## src/rtl/cdb_broadcaster.sv

```systemverilog
// Writeback-side CDB producer: per-FU 2-entry completion FIFOs drained
// round-robin onto SS registered broadcast lanes of {ROB tag, result data}.
module cdb_broadcaster #(
  parameter  int NUM_FU    = 3,
  parameter  int SS        = 2,
  parameter  int ROB_DEPTH = 8,
  parameter  int DATA_W    = 32,
  localparam int TAG_W     = $clog2(ROB_DEPTH)
) (
  input  logic                     clk,
  input  logic                     rst,
  input  logic                     flush,
  input  logic [NUM_FU-1:0]        fu_valid,
  output logic [NUM_FU-1:0]        fu_ready,
  input  logic [NUM_FU*TAG_W-1:0]  fu_tag,
  input  logic [NUM_FU*DATA_W-1:0] fu_data,
  output logic [SS-1:0]            cdb_valid,
  output logic [SS*TAG_W-1:0]      cdb_tag,
  output logic [SS*DATA_W-1:0]     cdb_data
);

  localparam int             PTR_W    = (NUM_FU > 1) ? $clog2(NUM_FU) : 1;
  localparam logic [PTR_W:0] NUM_FU_W = (PTR_W+1)'(NUM_FU);

  logic [TAG_W-1:0]     tag_q   [NUM_FU][2];
  logic [TAG_W-1:0]     tag_d   [NUM_FU][2];
  logic [DATA_W-1:0]    data_q  [NUM_FU][2];
  logic [DATA_W-1:0]    data_d  [NUM_FU][2];
  logic [1:0]           cnt_q   [NUM_FU];
  logic [1:0]           cnt_d   [NUM_FU];
  logic [PTR_W-1:0]     rr_ptr_q, rr_ptr_d;
  logic [SS-1:0]        cdb_valid_q, cdb_valid_d;
  logic [SS*TAG_W-1:0]  cdb_tag_q, cdb_tag_d;
  logic [SS*DATA_W-1:0] cdb_data_q, cdb_data_d;

  logic [NUM_FU-1:0]    grant;
  logic [NUM_FU-1:0]    push;
  logic [SS-1:0]        lane_vld;
  logic [PTR_W-1:0]     lane_src [SS];

  // Ready depends only on registered occupancy, never on this cycle's pop.
  always_comb begin
    for (int i = 0; i < NUM_FU; i++) begin
      fu_ready[i] = (cnt_q[i] < 2'd2) && !rst;
    end
  end

  always_comb begin
    logic [PTR_W:0]   sum;
    logic [PTR_W:0]   nxt;
    logic [PTR_W-1:0] idx;
    logic [PTR_W-1:0] last_idx;
    logic             taken;
    grant    = '0;
    lane_vld = '0;
    last_idx = '0;
    sum      = '0;
    nxt      = '0;
    idx      = '0;
    taken    = 1'b0;
    for (int k = 0; k < SS; k++) begin
      lane_src[k] = '0;
    end
    for (int j = 0; j < NUM_FU; j++) begin
      sum = {1'b0, rr_ptr_q} + (PTR_W+1)'(j);
      if (sum >= NUM_FU_W) begin
        sum = sum - NUM_FU_W;
      end
      idx = sum[PTR_W-1:0];
      if ((cnt_q[idx] != 2'd0) && !(&lane_vld)) begin
        grant[idx] = 1'b1;
        last_idx   = idx;
        taken      = 1'b0;
        for (int k = 0; k < SS; k++) begin
          if (!taken && !lane_vld[k]) begin
            lane_vld[k] = 1'b1;
            lane_src[k] = idx;
            taken       = 1'b1;
          end
        end
      end
    end
    rr_ptr_d = rr_ptr_q;
    if (|grant) begin
      nxt = {1'b0, last_idx} + (PTR_W+1)'(1);
      rr_ptr_d = (nxt >= NUM_FU_W) ? '0 : nxt[PTR_W-1:0];
    end
    if (flush) begin
      rr_ptr_d = '0;
    end
  end

  // Head-shift FIFOs: slot 0 is always the head, so a pop moves slot 1 down.
  always_comb begin
    tag_d  = tag_q;
    data_d = data_q;
    cnt_d  = cnt_q;
    push   = '0;
    for (int i = 0; i < NUM_FU; i++) begin
      push[i] = fu_valid[i] && fu_ready[i];
      if (grant[i]) begin
        tag_d[i][0]  = tag_q[i][1];
        data_d[i][0] = data_q[i][1];
        cnt_d[i]     = cnt_q[i] - 2'd1;
      end
      if (push[i]) begin
        if (cnt_d[i] == 2'd0) begin
          tag_d[i][0]  = fu_tag[i*TAG_W +: TAG_W];
          data_d[i][0] = fu_data[i*DATA_W +: DATA_W];
        end else begin
          tag_d[i][1]  = fu_tag[i*TAG_W +: TAG_W];
          data_d[i][1] = fu_data[i*DATA_W +: DATA_W];
        end
        cnt_d[i] = cnt_d[i] + 2'd1;
      end
      if (flush) begin
        cnt_d[i] = 2'd0;
      end
    end
  end

  always_comb begin
    cdb_valid_d = '0;
    cdb_tag_d   = cdb_tag_q;
    cdb_data_d  = cdb_data_q;
    if (!flush) begin
      cdb_valid_d = lane_vld;
      for (int k = 0; k < SS; k++) begin
        if (lane_vld[k]) begin
          cdb_tag_d[k*TAG_W +: TAG_W]    = tag_q[lane_src[k]][0];
          cdb_data_d[k*DATA_W +: DATA_W] = data_q[lane_src[k]][0];
        end
      end
    end
  end

  always_ff @(posedge clk) begin
    if (rst) begin
      for (int i = 0; i < NUM_FU; i++) begin
        cnt_q[i] <= 2'd0;
      end
      rr_ptr_q    <= '0;
      cdb_valid_q <= '0;
      cdb_tag_q   <= '0;
      cdb_data_q  <= '0;
    end else begin
      cnt_q       <= cnt_d;
      rr_ptr_q    <= rr_ptr_d;
      cdb_valid_q <= cdb_valid_d;
      cdb_tag_q   <= cdb_tag_d;
      cdb_data_q  <= cdb_data_d;
    end
    // Payload slots need no reset; occupancy alone decides what is live.
    tag_q  <= tag_d;
    data_q <= data_d;
  end

  assign cdb_valid = cdb_valid_q;
  assign cdb_tag   = cdb_tag_q;
  assign cdb_data  = cdb_data_q;

endmodule
```

## config.mk

```make
export PLATFORM = sky130hd
export DESIGN_NAME = cdb_broadcaster
export DESIGN_NICKNAME = d
export VERILOG_FILES = /design/src/rtl/cdb_broadcaster.sv
export SDC_FILE = /design/constraint.sdc
export NUM_CORES = 1
export LEC_CHECK = 0
export BUFFER_PORTS_ARGS = -buffer_cell sky130_fd_sc_hd__buf_2
export CORE_MARGIN = 2
export CORE_UTILIZATION = 55
export CTS_BUF_LIST = sky130_fd_sc_hd__clkbuf_4
export DETAILED_ROUTE_END_ITERATION = 10
export PLACE_DENSITY = 0.89
export SYNTH_ARGS = -nofsm -noshare
export SYNTH_HDL_FRONTEND = slang
export SYNTH_SLANG_ARGS = --single-unit
```

## constraint.sdc

```tcl
create_clock -name clk -period 5.74 [get_ports clk]
set_input_delay 1.148 -clock clk [delete_from_list [all_inputs] [get_ports clk]]
set_output_delay 1.148 -clock clk [all_outputs]
set_load 0.02 [all_outputs]
```

==> results of run 1 <==
cell usage after synthesis (30+ instances only):
cell type	count
dfxtp_1	185
nand2_1	161
mux2i_1	110
edfxtp_1	105
o21ai_1	86
nor2_1	55
a31oi_1	41
a221o_1	37
a32oi_1	37
and2_1	37
clkbuf_1	31
mux2_1	30
logic make-up after synthesis:
kind of cell | count (synthesis) | share of synthesized area, %
adder cells (fa/ha/maj) | 10 | 1.046
buffers and inverters | 83 | 3.723
AND/OR/NAND/NOR | 284 | 10.36
multiplexers | 146 | 12.59
flip-flops | 290 | 57.31
AO/OA/AOI/OAI | 250 | 14.54
XOR/XNOR | 5 | 0.4289
worst paths after layout:
check                           cells past startpoint                       from  slack, ps                   endpoint
worst min-delay path                                2  cdb_data[51]$_SDFFE_PP0P_        470  cdb_data[51]$_SDFFE_PP0P_
worst max register to register                     15   rr_ptr_q[0]$_SDFFE_PP0P_        650         data_q[34]$_DFF_P_
worst min register to register                      2  cdb_data[51]$_SDFFE_PP0P_        470  cdb_data[51]$_SDFFE_PP0P_
worst max-delay path                               15   rr_ptr_q[0]$_SDFFE_PP0P_        650         data_q[34]$_DFF_P_
worst max-delay path, delay by kind of cell, from the launching register on:
kind	cells	cell delay, ps
buf+inv	2	560
compound gates	4	1180
flops	1	400
fa+ha+maj	3	1210
xor+xnor	1	270
simple gates	5	1280
power by group through the flow:
stage	Sequential [mW]	Combinational (mW)	Clock [mW]
after floorplan	3.32	2.55	0
after global placement	3.34	3.36	0
after detailed placement	3.38	3.48	0
after CTS	3.35	3.53	1.84
after global routing	3.42	3.86	1.94
final	3.37	3.57	1.82
layer usage:
layer	share of wire (%)	vias to the layer above
met5	0	-
met4	3.4	0
met3	8.7	88
met2	48	562
met1	39	4629
li1	-	4385
state kept, by name, indices dropped and copies added, names as in the netlist:
signal / count
cdb_data: 64
cnt_q: 6
data_q: 192
rr_ptr_q: 2
tag_q: 18
cdb_valid: 2
cdb_tag: 6
layout make-up:
| type | instances | area, um2 |
|---|---|---|
| antenna | 1 | 2.502 |
| fill | 1505 | 7066 |
| multi-input combinational | 695 | 4778 |
| inverter | 9 | 33.78 |
| tap | 275 | 344.1 |
| timing repair buffer | 201 | 1096 |
| clock inverter | 23 | 173.9 |
| clock buffer | 107 | 803.3 |
| sequential | 290 | 6857 |
per-stage QoR:
step | worst slack, ps | std cells | area [um2]
floorplan | 855.5 | 1068 | 11960
global placement | 921.6 | 1470 | 13110
detailed placement | 756.4 | 1470 | 13110
CTS | 746.4 | 1600 | 14090
global route | 257.1 | 1601 | 14090
finish | 652.0 | 1601 | 14090
==> run_results.csv, run 1 <==
group,metric,value,unit
route,totalWireLength,34.25,mm
timing,fin_crit,5088,ps
place,place_hpwl,21.90,mm
clock_network,clkSinkCount,290,
setup_path,crit_required,6260,ps
global_routing,grt.busiest_layer,"met2",
timing,rsz0062_at_grt,"no",
power,p_leak,6.041,nW
power,power_frac_clock,20.8,%
yosys,yosysTopAreaCell,"dfxtp_1",
clock_network,root_buffer,"clkbuf_4",
place,gp_congestion,0.9331,
die,core,21150,um2
power,design_power_total,8.752,mW
clock_network,clock_path_buffers,3,
setup_path,cpPeakStageDelay,590,ps
power,p_int,5.245,mW
global_routing,met1_usage,37.58,%
finish,final_cell_mix,"dfxtp_1 (185), buf_2 (185), nand2_1 (160), mux2i_1 (110), clkbuf_4 (107)",
outcome,status,"complete, no violations",
power,p_sw,3.507,mW
timing,fin_tns_setup,0,ps
clock_network,cts_tree,"yes",
global_routing,grt_util_met2,49.84,%
setup_path,path_cells,"inv_1 > ha_1 > nor3_1 > a211oi_1 > or2_1 > ha_1 > nor2_1 > a21oi_1 > nor2_1 > a21oi_4 > xor2_1 > ha_1 > and3_2 > buf_4 > o21ai_0",
route,via_count,9664,
job,max_cap_violations,0,
yosys,avgSynthCellArea,11.20,um2
setup_path,crit_path_end_kind,"flop",
clock_network,cts.repair.resized,0,
yosys,ys.flop_type,"dfxtp_1",
power,power_density,621.2,nW/um2
yosys,ys_seq_elements,290,
setup_path,crit_top_cell,"ha_1",
timing,worst_pin_slew,1061,ps
global_routing,grt_pass1_vias,9535,
global_routing,grt_pass1_wl,51.85,mm
setup_path,critical-path-slowest-cell,"and3_2",
yosys,synthTopCellsByArea,"dfxtp_1 (31%), edfxtp_1 (26%), mux2i_1 (9.2%)",
setup_path,cp.arrival,5610,ps
route,detail-route-antenna-nets,0,
yosys,synth_cells,1068,
clock_network,cts_hold_buf,0,
global_routing,met3_usage,5.509,%
timing,setup_viol,0,
power,switching_share,40.07,%
clock_network,h-tree-depth,3,
route,firstDrtPassIters,5,
power,power_frac_comb,40.8,%
timing,holdWs,471.1,ps
global_routing,grt_overflow,0,
die,initial_core_util,56.56,%
global_routing,antenna_found_initial,1,
yosys,synth_top_area_share,30.96,%
timing,period_share,88.64,%
finish,layout.nets,1389,
yosys,ys_types,57,
timing,fin_worst_skew,44.71,ps
die,rows,53,
yosys,synth_nets,1189,
clock_network,clk_latency,700,ps
route,drt_iter0_markers,979,
clock_network,cts_buffers,71,
power,seqPwrFrac,38.4,%
die,die_x,151.5,um
yosys,synth-edff-count,105,
clock_network,clkTransAtPathRegs,70,ps
route,wl_per_cell,21.40,um
clock_network,postCtsSetupBuffers,0,
global_routing,grt.total_usage,29.70,%
timing,slew_violations,0,
min_path,hold_path_class,"reg -> reg",
place,io_buffers,185,
setup_path,worstPathMaxFanout,41,
setup_path,startpoint_type,"flop",
timing,max_freq,196.5,MHz
power,ir_worst_vdd,0.0003413,V
yosys,yosys_warnings,0,
yosys,async_reset_ff_share,0,%
timing,max_slew_margin,29.13,%
die,pin_count,186,
finish,final_layout_size_suffix_gt1_share,26.11,%
yosys,seq_area_frac_synth,57.31,%
setup_path,crit_type,"reg -> reg",
finish,area_delta_synth_final,17.76,%
timing,finalHoldViolCount,0,
die,fp.dieH,151.5,um
route,vias_per_cell,6.036,
route,drcViolationCount,0,
die,dieArea,22950,um2
global_routing,grt_max_degree,42,
yosys,syn_area,11960,um2
finish,fin_util,66.60,%
Note: power is estimated with default switching activity, not from simulation.
==> inputs of run 2 (changes only) <==
- ABC_AREA: unset -> 1
- PLACE_DENSITY: 0.89 -> 0.88
==> run 2 against run 1 <==
Compared with the run above: global-route usage decreased by 0.65 points; maximum frequency increased by 16%; synthesized area increased by 6.7%; hold slack got worse by 1.4 ps; sequential share of layout area decreased by 1.8 points; total power increased by 11%; final area increased by 3.9%; synthesized cell count increased by 46%; final cell count increased by 29%.
==> run_results.csv, run 2 <==
group,metric,value,unit
yosys,synth_most_common_cell,"nand2_1",
power,ir_worst_vdd,0.0002841,V
finish,final_common_cell,"nand2_1",
die,rows,55,
die,initial_core_util,56.19,%
min_path,hold_path_class,"reg -> reg",
die,pin_count,186,
yosys,ys.flop_type,"dfxtp_1",
finish,area_delta_synth_final,14.75,%
timing,max_slew_margin,20.24,%
global_routing,grt_pass1_wl,55.85,mm
power,power_frac_clock,18.9,%
timing,max_freq,228.5,MHz
timing,setup_viol,0,
timing,fin_worst_skew,34.75,ps
finish,layout.nets,1848,
job,max_cap_violations,0,
global_routing,antenna_found_initial,1,
clock_network,cts_buffers,73,
power,p_int,5.357,mW
global_routing,grt_overflow,0,
yosys,yosys_warnings,0,
clock_network,postCtsSetupBuffers,0,
setup_path,crit_type,"reg -> reg",
route,drt_iter0_markers,1363,
setup_path,crit_required,6330,ps
clock_network,root_buffer,"clkbuf_4",
yosys,avgSynthCellArea,8.212,um2
outcome,status,"complete, no violations",
die,core,22710,um2
timing,fin_tns_setup,0,ps
power,power_frac_comb,45.5,%
global_routing,grt_max_degree,71,
yosys,synth-edff-count,105,
yosys,seq_area_frac_synth,53.73,%
power,switching_share,44.66,%
clock_network,h-tree-depth,3,
yosys,syn_area,12760,um2
clock_network,clock_path_buffers,3,
route,totalWireLength,36.07,mm
route,wl_per_cell,17.42,um
place,io_buffers,185,
place,place_hpwl,24.64,mm
timing,worst_pin_slew,1193,ps
route,firstDrtPassIters,8,
global_routing,grt.total_usage,29.05,%
clock_network,clk_latency,680,ps
die,fp.dieH,156.3,um
clock_network,clkTransAtPathRegs,70,ps
setup_path,crit_path_end_kind,"flop",
place,gp_congestion,0.9176,
yosys,async_reset_ff_share,0,%
finish,final_layout_size_suffix_gt1_share,20.07,%
route,vias_per_cell,5.734,
yosys,synth_common_cells,"nand2_1 (267), nand3_1 (231), dfxtp_1 (185), a21oi_1 (179), nor2_1 (156)",
timing,finalHoldViolCount,0,
yosys,ys_types,29,
finish,final_cell_mix,"nand2_1 (265), nand3_1 (230), dfxtp_1 (185), buf_2 (185), a21oi_1 (179)",
power,p_leak,6.945,nW
power,seqPwrFrac,35.6,%
setup_path,startpoint_type,"flop",
power,power_density,661.1,nW/um2
setup_path,worstPathMaxFanout,56,
yosys,synth_cells,1554,
finish,largest-register,"data_q",
global_routing,grt_pass1_vias,10797,
yosys,synth_nets,1675,
place,postPlaceCellArea,13650,um2
timing,fin_crit,4377,ps
die,die_x,156.3,um
route,detail-route-antenna-nets,0,
finish,largest_reg_flops,192,
setup_path,cp.arrival,4970,ps
route,drcViolationCount,0,
clock_network,cts.repair.resized,0,
timing,period_share,76.25,%
yosys,ys_seq_elements,290,
yosys,synth_top_area_share,29.02,%
clock_network,clkSinkCount,290,
yosys,synthTopCellsByArea,"dfxtp_1 (29%), edfxtp_1 (25%), nand3_1 (9.1%)",
finish,finalInstanceArea,14640,um2
die,dieArea,24440,um2
clock_network,cts_tree,"yes",
route,via_count,11869,
timing,rsz0062_at_grt,"no",
yosys,yosysTopAreaCell,"dfxtp_1",
power,p_sw,4.323,mW
clock_network,cts_hold_buf,0,
timing,slew_violations,0,
==> run 2: cell types whose count changed after synthesis, moves of 36 or more <==
| cell | before | now |
|---|---|---|
| a32oi_1 | 37 | 0 |
| a21oi_1 | 5 | 179 |
| nand3_1 | 8 | 231 |
| o21ai_0 | 23 | 76 |
| inv_1 | 8 | 128 |
| nand2_1 | 161 | 267 |
| mux2i_1 | 110 | 0 |
| o21ai_1 | 86 | 0 |
| and2_1 | 37 | 1 |
| nor2_1 | 55 | 156 |
| a221o_1 | 37 | 0 |
==> run 2: worst max-delay path, cell delays in order, from the launching register on <==
cell	delay (ps)
dfxtp_1	380
inv_1	80
ha_1	420
inv_2	160
nand2_1	70
nand3_1	110
nand2_2	100
ha_1	190
clkinv_1	180
nand3_2	160
inv_2	80
nand2_1	80
nand3_2	100
buf_4	350
o21ai_0	140
inv_1	80
ha_1	190
nand3_2	770
buf_4	480
a31oi_1	190
==> run 2: power by group through the flow <==
stage               sequential [mW]  combinational [mW]  clock, mW
finish                         3.45                4.40       1.83
global route                   3.50                4.89       1.97
CTS                            3.43                4.32       1.85
detailed placement             3.46                4.27          0
global placement               3.43                4.15          0
floorplan                      3.52                3.06          0
==> run 2: routing by layer <==
layer  GRT usage, %  vias up  share of wire, %
met5              0        -                 0
met4          12.58        0               3.3
met3          6.314       86                11
met2          40.97      734                42
met1          42.91     5409                43
li1               -     5640                 -
==> run 2: cells by family after synthesis <==
| group | synth area share (%) |
|---|---|
| AOI/OAI and AO/OA | 13.79 |
| buffers and inverters | 8.099 |
| xor gates and xnor gates | 0.06865 |
| adders and majority gates | 0.9805 |
| DFF | 53.73 |
| and+or+nand+nor | 23.34 |
==> run 2: through the flow <==
step           cells  util [%]  power (mW)  worst slack [ps]  hold WS [ps]
2_1_floorplan   1554         -       6.581              1265         446.9
3_3_place_gp    1937     60.11       7.587              1566         454.9
3_5_place_dp    1937     60.11       7.727              1421         466.3
4_1_cts         2069     64.47       9.601              1419         466.0
5_1_grt         2070     64.48       10.36              1012         492.3
6_report        2070     64.48       9.680              1363         469.7
==> run 2: final timing paths <==
check             slack [ps]             endpoint  cells past startpoint                      from
setup / recovery        1360  data_q[189]$_DFF_P_                     19  rr_ptr_q[0]$_SDFFE_PP0P_
hold / removal           470  data_q[126]$_DFF_P_                      2      data_q[94]$_DFFE_PP_
setup reg to reg        1360  data_q[189]$_DFF_P_                     19  rr_ptr_q[0]$_SDFFE_PP0P_
hold reg to reg          470  data_q[126]$_DFF_P_                      2      data_q[94]$_DFFE_PP_
==> run 2: cell type report <==
type	instances	area (um2)
Fill cell	1896	8066
Sequential cell	290	6857
Multi-Input combinational cell	1025	4888
Timing Repair Buffer	199	1031
Clock buffer	116	870.8
Inverter	138	518.0
Tap cell	285	356.6
Clock inverter	16	118.9
Antenna cell	1	2.502
==> inputs of run 3 (changes only) <==
- CORE_UTILIZATION: 55 -> 54
- PLACE_DENSITY: 0.88 -> 0.9
- clock period: 5.74 -> 3.73 ns (I/O delays scaled with it)
==> run 3 against run 2 <==
Compared with the run above: maximum frequency up 28%; critical path depth down 2; hold slack worse by 220 ps; critical endpoint is now data_q[80]$_DFFE_PP_; sequential cell count unchanged; critical path type unchanged.
==> run_results.csv, run 3 (synthesis gave the netlist of run 2 again) <==
group,metric,value,unit
outcome,status,"complete, no violations",
setup_path,ff2ff_setup_slack,310,ps
clock_network,cts_tree,"yes",
die,fp.dieH,157.7,um
clock_network,clkTransAtPathRegs,70,ps
global_routing,grt_pass1_wl,55.28,mm
route,wl_met2,15.16,mm
global_routing,antenna_found_initial,1,
finish,finalInstanceArea,14920,um2
setup_path,crit_type,"reg -> reg",
timing,slew_violations,0,
route,drcViolationCount,0,
route,dr_wl_met3,3.996,mm
setup_path,crit_top_cell,"nand2_1",
route,detail-route-antenna-nets,0,
finish,largest_reg_flops,192,
timing,max_slew_margin,54.03,%
finish,area_delta_synth_final,16.93,%
power,p_int,8.441,mW
route,vias_per_cell,5.614,
place,gp_congestion,0.9109,
setup_path,r2r_cells,17,
power,power_frac_clock,19.3,%
route,wl_met1,15.45,mm
timing,holdWs,250.1,ps
timing,period_share,91.81,%
clock_network,root_buffer,"clkbuf_4",
route,totalWireLength,35.36,mm
setup_path,crit_required,4080,ps
clock_network,clock_path_buffers,3,
route,wl_per_cell,16.71,um
timing,fin_worst_skew,37.37,ps
setup_path,critical-path-slowest-cell,"ha_2",
setup_path,crit_path_end_kind,"flop",
finish,final_common_cell,"nand2_1",
finish,largest-register,"data_q",
finish,final_cell_mix,"nand2_1 (265), nand3_1 (229), dfxtp_1 (185), buf_2 (185), a21oi_1 (179)",
timing,finalHoldViolCount,0,
die,core,23330,um2
die,pin_count,186,
clock_network,cts_buffers,73,
setup_path,cp.arrival,3780,ps
timing,fin_tns_setup,0,ps
timing,max_freq,292.0,MHz
power,ir_worst_vdd,0.0004736,V
setup_path,path_cells,"inv_1 > ha_2 > inv_2 > nand2_1 > nand3_1 > nand2_2 > ha_1 > clkinvlp_4 > nand3_2 > nand3_2 > nand2_1 > nand2_1 > nand2_1 > inv_1 > ha_1 > nor2_4 > buf_12",
die,initial_core_util,54.69,%
power,power_density,1011,nW/um2
finish,layout.nets,1859,
setup_path,critical_path.top_delay_family,"simple AND/OR/NAND/NOR gates",
setup_path,cpPeakStageDelay,400,ps
power,seqPwrFrac,34.8,%
place,postPlaceCellArea,13880,um2
finish,multi_input_area,4916,um2
setup_path,startpoint_type,"flop",
global_routing,grt_max_degree,71,
setup_path,worstPathMaxFanout,27,
clock_network,clkSinkCount,290,
power,power_frac_comb,45.9,%
job,max_cap_violations,0,
power,p_leak,7.039,nW
timing,worst_pin_slew,687.1,ps
finish,seq_area,6857,um2
finish,final_layout_size_suffix_gt1_share,20.55,%
place,place_hpwl,24.65,mm
die,rows,56,
die,dieArea,24880,um2
place,io_buffers,185,
setup_path,reg2reg_from,"rr_ptr_q[0]$_SDFFE_PP0P_",
route,routed.top_layer,"met4",
setup_path,crit_path_start,"rr_ptr_q[0]$_SDFFE_PP0P_",
global_routing,grt_pass1_vias,10651,
global_routing,grt_overflow,0,
timing,setup_viol,0,
clock_network,h-tree-depth,3,
route,drt_iter0_markers,1387,
setup_path,cp_num_buf_inv,5,
clock_network,clk_latency,690,ps
finish,nFillCells,1968,
die,die_x,157.7,um
setup_path,worst_r2r_endpoint,"data_q[80]$_DFFE_PP_",
power,switching_share,44.04,%
route,firstDrtPassIters,6,
timing,fin_crit,3425,ps
route,via_count,11879,
setup_path,cp-endpoint,"data_q[80]$_DFFE_PP_",
timing,rsz0062_at_grt,"no",
power,p_sw,6.642,mW
setup_path,cp.depth,17,
min_path,hold_path_class,"in -> reg",
global_routing,grt.total_usage,28.14,%
-- run 3: cell type report --
class                      instances  share of cell area (%)
sequential                       290                   45.95
multi-input combinational       1025                   32.94
timing repair buffer             210                   8.050
clock buffer                     110                   5.534
inverter                         138                   3.497
tap                              319                   2.675
clock inverter                    23                   1.333
antenna                            1                 0.01677
-- run 3: stage by stage --
step	util (%)	cells	total power [mW]	setup WS (ps)
finish	63.95	2116	15.08	305.4
global route	63.95	2116	16.18	70.80
CTS	63.87	2115	14.98	186.8
detailed placement	59.48	1982	12.03	204.1
global placement	59.48	1982	11.77	320.8
floorplan	-	1554	10.15	54.94
-- run 3: power groups by stage --
| stage | logic (mW) | registers, mW | clock network, mW |
|---|---|---|---|
| after detailed placement | 6.74 | 5.29 | 0 |
| after floorplan | 4.74 | 5.41 | 0 |
| after global routing | 7.69 | 5.36 | 3.13 |
| after global placement | 6.52 | 5.25 | 0 |
| after CTS | 6.78 | 5.24 | 2.96 |
| final | 6.92 | 5.26 | 2.91 |
-- run 3: repair_timing --
action	in CTS	in global routing
gates resized for setup	0	4
hold buffers	0	0
hold endpoints to repair	0	0
setup endpoints to repair	0	89
buffers inserted	0	0
-- run 3: per-layer routing --
layer | track usage, % | up-vias
li1 | - | 5657
met1 | 42.31 | 5454
met2 | 39.83 | 712
met3 | 6.707 | 56
met4 | 8.874 | 0
met5 | 0 | -
-- run 3: worst min path at each step --
stage / startpoint / to / slack, ps / cells after the start
after floorplan: data_q[165]$_DFF_P_ / data_q[165]$_DFF_P_ / 450 / 2
after CTS: fu_data[85] / data_q[21]$_DFFE_PP_ / 200 / 1
after detailed placement: data_q[76]$_DFFE_PP_ / data_q[108]$_DFF_P_ / 460 / 2
after global placement: data_q[92]$_DFFE_PP_ / data_q[124]$_DFF_P_ / 450 / 2
final: fu_data[85] / data_q[21]$_DFFE_PP_ / 250 / 1
after global routing: fu_data[85] / data_q[21]$_DFFE_PP_ / 200 / 1
